File: src/rtl/uart_pkg.sv
// uart_pkg -- constants shared by the UART transmitter and the matching receiver.
//   PAR_NONE/PAR_ODD/PAR_EVEN : values of the PARITY parameter
//   uart_state_e              : frame sequencer state encoding
package uart_pkg;

    localparam int PAR_NONE = 0;
    localparam int PAR_ODD  = 1;
    localparam int PAR_EVEN = 2;

    typedef enum logic [2:0] {
        ST_IDLE,
        ST_START,
        ST_DATA,
        ST_PARITY,
        ST_STOP
    } uart_state_e;

endpackage

File: src/rtl/uart_tx_if.sv
// uart_tx_if -- payload handshake between a producer and uart_tx.
//   data  : payload, DATA_BITS wide (producer -> uart_tx)
//   valid : payload offered         (producer -> uart_tx)
//   ready : uart_tx can accept      (uart_tx -> producer)
interface uart_tx_if #(
    parameter int DATA_BITS = 8
);
    logic [DATA_BITS-1:0] data;
    logic                 valid;
    logic                 ready;

    modport master (output data, output valid, input  ready);
    modport slave  (input  data, input  valid, output ready);
endinterface

File: src/rtl/uart_tx_baud_gen.sv
// baud_gen -- bit-period clock enable.
//   clk   : clock
//   rst   : synchronous active-high reset
//   clear : hold the counter at zero (aligns the bit period to frame start)
//   tick  : one-clock pulse on the last clock of each DIV-clock bit period
module baud_gen #(
    parameter int CLOCK_FREQUENCY = 50000000,
    parameter int BAUD_RATE       = 115200
) (
    input  logic clk,
    input  logic rst,
    input  logic clear,
    output logic tick
);
    localparam int DIV = CLOCK_FREQUENCY / BAUD_RATE;
    localparam int CW  = (DIV > 1) ? $clog2(DIV) : 1;

    logic [CW-1:0] r_cnt;
    logic          w_last;

    assign w_last = (r_cnt == CW'(DIV - 1));
    assign tick   = w_last;

    always_ff @(posedge clk) begin
        if (rst || clear)
            r_cnt <= '0;
        else if (w_last)
            r_cnt <= '0;
        else
            r_cnt <= r_cnt + 1'b1;
    end
endmodule

File: src/rtl/uart_tx.sv
// uart_tx -- UART serial transmitter (start, DATA_BITS LSB first, optional parity, stop).
//   clk  : clock, rising edge
//   rst  : synchronous active-high reset, aborts any frame in flight
//   bus  : uart_tx_if slave (data/valid in, ready out); accepts on valid && ready
//   tx   : serial line, idle high
//   busy : frame in progress (~ready)
module uart_tx
    import uart_pkg::*;
#(
    parameter int CLOCK_FREQUENCY = 50000000,
    parameter int BAUD_RATE       = 115200,
    parameter int DATA_BITS       = 8,
    parameter int PARITY          = PAR_NONE,
    parameter int STOP_BITS       = 1
) (
    input  logic           clk,
    input  logic           rst,
    uart_tx_if.slave       bus,
    output logic           tx,
    output logic           busy
);
    localparam int DIV  = CLOCK_FREQUENCY / BAUD_RATE;
    localparam int IDXW = $clog2(DATA_BITS + 1);

    if (DIV < 2) begin : g_bad_div
        $error("uart_tx: CLOCK_FREQUENCY/BAUD_RATE must be at least 2");
    end
    if (DATA_BITS < 5 || DATA_BITS > 9) begin : g_bad_bits
        $error("uart_tx: DATA_BITS must be 5..9");
    end
    if (PARITY < 0 || PARITY > 2) begin : g_bad_par
        $error("uart_tx: PARITY must be 0, 1 or 2");
    end
    if (STOP_BITS != 1 && STOP_BITS != 2) begin : g_bad_stop
        $error("uart_tx: STOP_BITS must be 1 or 2");
    end

    uart_state_e          r_state, w_state_nxt;
    logic [DATA_BITS-1:0] r_shift;
    logic [IDXW-1:0]      r_bit_idx;
    logic                 r_par;
    logic                 r_stop_cnt;
    logic                 w_tick;
    logic                 w_accept;
    logic                 w_tx;

    assign bus.ready = (r_state == ST_IDLE);
    assign busy      = ~bus.ready;
    assign w_accept  = bus.valid && bus.ready;
    assign tx        = w_tx;

    // Counter is held at zero throughout IDLE, so the start bit gets a full period.
    baud_gen #(
        .CLOCK_FREQUENCY (CLOCK_FREQUENCY),
        .BAUD_RATE       (BAUD_RATE)
    ) u_baud (
        .clk   (clk),
        .rst   (rst),
        .clear (r_state == ST_IDLE),
        .tick  (w_tick)
    );

    always_ff @(posedge clk) begin
        if (rst)
            r_state <= ST_IDLE;
        else
            r_state <= w_state_nxt;
    end

    always_comb begin
        w_state_nxt = r_state;
        w_tx        = 1'b1;
        case (r_state)
            ST_IDLE: begin
                if (w_accept)
                    w_state_nxt = ST_START;
            end
            ST_START: begin
                w_tx = 1'b0;
                if (w_tick)
                    w_state_nxt = ST_DATA;
            end
            ST_DATA: begin
                w_tx = r_shift[0];
                if (w_tick && r_bit_idx == IDXW'(DATA_BITS - 1))
                    w_state_nxt = (PARITY == PAR_NONE) ? ST_STOP : ST_PARITY;
            end
            ST_PARITY: begin
                w_tx = r_par;
                if (w_tick)
                    w_state_nxt = ST_STOP;
            end
            ST_STOP: begin
                if (w_tick && r_stop_cnt == 1'(STOP_BITS - 1))
                    w_state_nxt = ST_IDLE;
            end
            default: w_state_nxt = ST_IDLE;
        endcase
    end

    // Parity is computed once from the accepted payload, so later data changes cannot leak in.
    always_ff @(posedge clk) begin
        if (rst) begin
            r_shift    <= '0;
            r_bit_idx  <= '0;
            r_par      <= 1'b0;
            r_stop_cnt <= 1'b0;
        end else if (w_accept) begin
            r_shift    <= bus.data;
            r_bit_idx  <= '0;
            r_par      <= (PARITY == PAR_EVEN) ? ^bus.data : ~^bus.data;
            r_stop_cnt <= 1'b0;
        end else if (w_tick) begin
            if (r_state == ST_DATA) begin
                r_shift <= r_shift >> 1;
                if (r_bit_idx < IDXW'(DATA_BITS))
                    r_bit_idx <= r_bit_idx + 1'b1;
            end
            if (r_state == ST_STOP)
                r_stop_cnt <= r_stop_cnt + 1'b1;
        end
    end
endmodule

File: src/flat_wrapper.sv
// flat-port wrapper written by rule: the top's interface ports become plain ports
module uart_tx_flat import uart_pkg::*;
#(
    parameter int CLOCK_FREQUENCY = 50000000,
    parameter int BAUD_RATE       = 115200,
    parameter int DATA_BITS       = 8,
    parameter int PARITY          = PAR_NONE,
    parameter int STOP_BITS       = 1
)
  (clk, rst, tx, busy, bus_data, bus_valid, bus_ready);
  uart_tx_if #(.DATA_BITS(DATA_BITS)) bus_i ();
  input  logic clk;
  input  logic rst;
  output logic tx;
  output logic busy;
  input wire logic [$bits(bus_i.data)-1:0] bus_data;
  input wire logic [$bits(bus_i.valid)-1:0] bus_valid;
  output wire logic [$bits(bus_i.ready)-1:0] bus_ready;
  assign bus_i.data = bus_data;
  assign bus_i.valid = bus_valid;
  assign bus_ready = bus_i.ready;
  uart_tx #(.CLOCK_FREQUENCY(CLOCK_FREQUENCY), .BAUD_RATE(BAUD_RATE), .DATA_BITS(DATA_BITS), .PARITY(PARITY), .STOP_BITS(STOP_BITS)) u_core (.clk(clk), .rst(rst), .bus(bus_i), .tx(tx), .busy(busy));
endmodule
File: config.mk
export PLATFORM = sky130hd
export DESIGN_NAME = uart_tx_flat
export DESIGN_NICKNAME = d
export VERILOG_FILES = /design/src/rtl/uart_pkg.sv /design/src/rtl/uart_tx_if.sv /design/src/rtl/uart_tx_baud_gen.sv /design/src/rtl/uart_tx.sv /design/src/flat_wrapper.sv
export SDC_FILE = /design/constraint.sdc
export NUM_CORES = 1
export LEC_CHECK = 0
export ABC_AREA = 1
export CORE_ASPECT_RATIO = 0.75
export CORE_MARGIN = 2
export CORE_UTILIZATION = 35
export DETAILED_ROUTE_END_ITERATION = 7
export PLACE_DENSITY = 0.59
export SLEW_MARGIN = 20
export SYNTH_ARGS = -nofsm -noshare
export SYNTH_HDL_FRONTEND = slang
export SYNTH_SLANG_ARGS = --single-unit
File: constraint.sdc
create_clock -name clk -period 3.1 [get_ports clk]
set_clock_uncertainty 0.05 [all_clocks]
set_input_delay 0.62 -clock clk [delete_from_list [all_inputs] [get_ports clk]]
set_output_delay 0.62 -clock clk [all_outputs]
set_load 0.02 [all_outputs]
==> metrics.csv <==
stage;metric;value;unit
die;io_pins;14;
setup_path;crit_type;reg2out;
setup_path;crit_chain;inv_1, nand2_1, nor2_1, nand2_1, nand2_1, clkdlybuf4s50_1;
sta;finalSetupTns;0;ns
die;dieWidth;76.58;µm
drt;first_pass_iters;4;
final_layout;nets;225;
synth;yosysSeqAreaShare;37.65;%
drt;routedWlPerCell;9.782;µm
placement;place.detailed.hpwl;1959;µm
sta;tightest_slew;0.3945;ns
setup_path;worstRegToRegCells;8;
synth;syn_nets;208;
sta;clock.fmax;0.4148;GHz
power_and_ir_drop;p_total;0.0008125;W
setup_path;reg2reg_slack;1.54;ns
final_layout;final_common_cell;nand2_1;
sta;final_max_slew_viol_count;0;
synth;syn_area_per_cell;7.127;µm²
grt;grt_max_degree;15;
min_path;holdPathEnd;u_core.r_shift[7];
grt;grt_pass1_vias;986;
final_layout;drive_gt1_share;13.81;%
placement;io_buffer_count;13;
drt;vias_per_cell;4.321;
setup_path;critPathMostFrequentCell;nand2_1;
min_path;hold_start;u_core.r_shift[7];
synth;synth-seq-cells;26;
sta;finalSetupViolCount;0;
setup_path;max_stage_delay;0.59;ns
synth;yosys_warnings;0;
setup_path;critical_path_required;2.43;ns
grt;antenna_found_initial;0;
setup_path;timing.rr.end;u_core.u_baud.r_cnt[2];
clock_tree;htree_levels;1;
power_and_ir_drop;power_density;500.3;nW/µm²
die;chipHeight;58.43;µm
sta;hold_viol;0;
status;outcome;finished, final reports clean;
drt;antenna_left;0;
die;initial_core_util;37.04;%
synth;syn_inst;194;
min_path;hp-class;reg2reg;
drt;vias;1132;
drt;dr_wl_met3;72;µm
clock_tree;cts_made_buffers;3;
clock_tree;cts.path.max_buffers;2;
setup_path;timing.rr.start;u_core.u_baud.r_cnt[1];
clock_tree;cts_hold_buf;0;
clock_tree;cts_tree;done;
final_layout;fillers;402;
grt;grt_pass1_wl;4485;µm
setup_path;crit_path_top_delay_cell;clkdlybuf4s50_1;
grt;grt-ovfl-total;0;
grt;track_usage;12.61;%
job;maxCapViolCount;0;
clock_tree;postCtsSetupBuffers;0;
setup_path;cp-end-kind;output pin;
die;dieArea;4474;µm²
sta;fin_crit;2.411;ns
clock_tree;post_cts_resized;0;
drt;wl_met2;1009;µm
clock_tree;root_buffer;clkbuf_8;
clock_tree;clk_latency;0.27;ns
placement;place_congestion;0.8377;
sta;rsz0062_at_grt;false;
sta;post-route-period-util;77.77;%
drt;drc;0;
die;rows;19;
setup_path;path_max_fanout;5;
clock_tree;cts.sinks;26;
drt;top_layer;met4;
synth;netlist_area;1383;µm²
min_path;hold_depth;2;
drt;wl_met1;1453;µm
power_and_ir_drop;p_leak;0.6514;nW
final_layout;utilization;43.51;%
synth;synth.distinct_cells;27;
clock_tree;clkTransAtPathRegs;0.09;ns
final_layout;area_growth;17.47;%
die;coreArea;3732;µm²
sta;slew_headroom;73.62;%
final_layout;most-common-layout-cells;59 x nand2_1, 26 x dfxtp_1, 21 x nor2_1;
setup_path;worstPathArrival;1.74;ns
final_layout;n_antenna_cell;0;
drt;wirelength;2563;µm
power_and_ir_drop;vdd_drop_max;0.0002141;V
drt;drt_iter0_markers;48;
setup_path;critPathLaunchType;register;
==> state kept, by name, summed over array words and instances, names as in the netlist <==
name	flops
u_core.r_par	1
u_core.r_shift	8
u_core.r_stop_cnt	1
u_core.r_bit_idx	4
u_core.r_state	3
u_core.u_baud.r_cnt	9
==> per-layer routing <==
layer | vias to the layer above | track usage [%]
li1 | 637 | -
met1 | 482 | 18.48
met4 | 0 | 3.896
met5 | - | 0
met2 | 9 | 17.83
met3 | 4 | 3.681
==> worst max-delay path by stage <==
stage                 startpoint  cells after the start  slack, ns  to
2_1_floorplan  u_core.r_state[2]                      5       1.57  tx
3_3_place_gp   u_core.r_state[2]                      6       1.01  tx
3_5_place_dp   u_core.r_state[2]                      6       0.99  tx
4_1_cts        u_core.r_state[2]                      6       0.67  tx
5_1_grt        u_core.r_state[2]                      6       0.56  tx
6_report       u_core.r_state[2]                      6       0.69  tx
==> where the power goes <==
group          switching [W]  internal (W)  total [W]
Clock               0.000106      0.000114   0.000220
Combinational       0.000137     0.0000866   0.000223
Sequential         0.0000155      0.000354   0.000369
==> worst max-delay path, delay by kind of cell (launching register included) <==
| family | cells | cell delay (ns) |
|---|---|---|
| and+or+nand+nor | 4 | 0.41 |
| buffers and inverters | 2 | 0.68 |
| DFF | 1 | 0.37 |
==> area by class of cell <==
cell class              instances  area (µm²)  area share, %
multi-input cells             143       747.0          45.99
flip-flops and latches         26       520.5          32.05
well taps                      52       65.06          4.006
repair buffers                 14       137.6          8.475
inverters                      23       98.84          6.086
clock buffers                   4       55.05          3.390
==> synth_stat cells <==
master,number,area [µm²]
nand3_1,6,30.03
nor3b_1,2,15.01
a21oi_2,7,61.31
nor2_4,1,11.26
nor2_2,2,12.51
a21oi_1,9,45.04
nand2_2,7,43.79
nand4_1,2,12.51
buf_6,1,11.26
clkinv_8,1,16.27
o21ai_0,4,20.02
inv_2,3,11.26
nand2_4,2,22.52
clkbuf_2,1,5.000
o21ai_1,1,5.000
xnor2_1,5,43.79
ha_1,3,37.54
xor2_1,4,35.03
inv_1,19,71.32
nor2_1,21,78.83
nand2_1,59,221.5
nand3b_1,2,15.01
or2_1,1,6.260
dfxtp_1,26,520.5
a31oi_1,3,18.77
nor3_1,1,5.000
or2_2,1,6.260
==> cell families after synthesis <==
| group | Yosys count | share of synthesized area [%] |
|---|---|---|
| compound gates | 24 | 10.86 |
| xor+xnor | 9 | 5.701 |
| fa+ha+maj | 3 | 2.715 |
| buf+inv | 25 | 8.326 |
| flops | 26 | 37.65 |
| simple gates | 107 | 34.75 |
==> per-stage QoR <==
stage                     hold WS, ns  std cells  instance area, µm²  setup WS, ns
after global placement         0.3985        258                1569         1.008
after CTS                      0.4252        262                1624        0.6726
after floorplan                0.3834        194                1383         1.570
after detailed placement       0.4081        258                1569        0.9943
after global routing           0.4502        262                1624        0.5571
final                          0.4207        262                1624        0.6891
(Power assumes the default switching activity.)
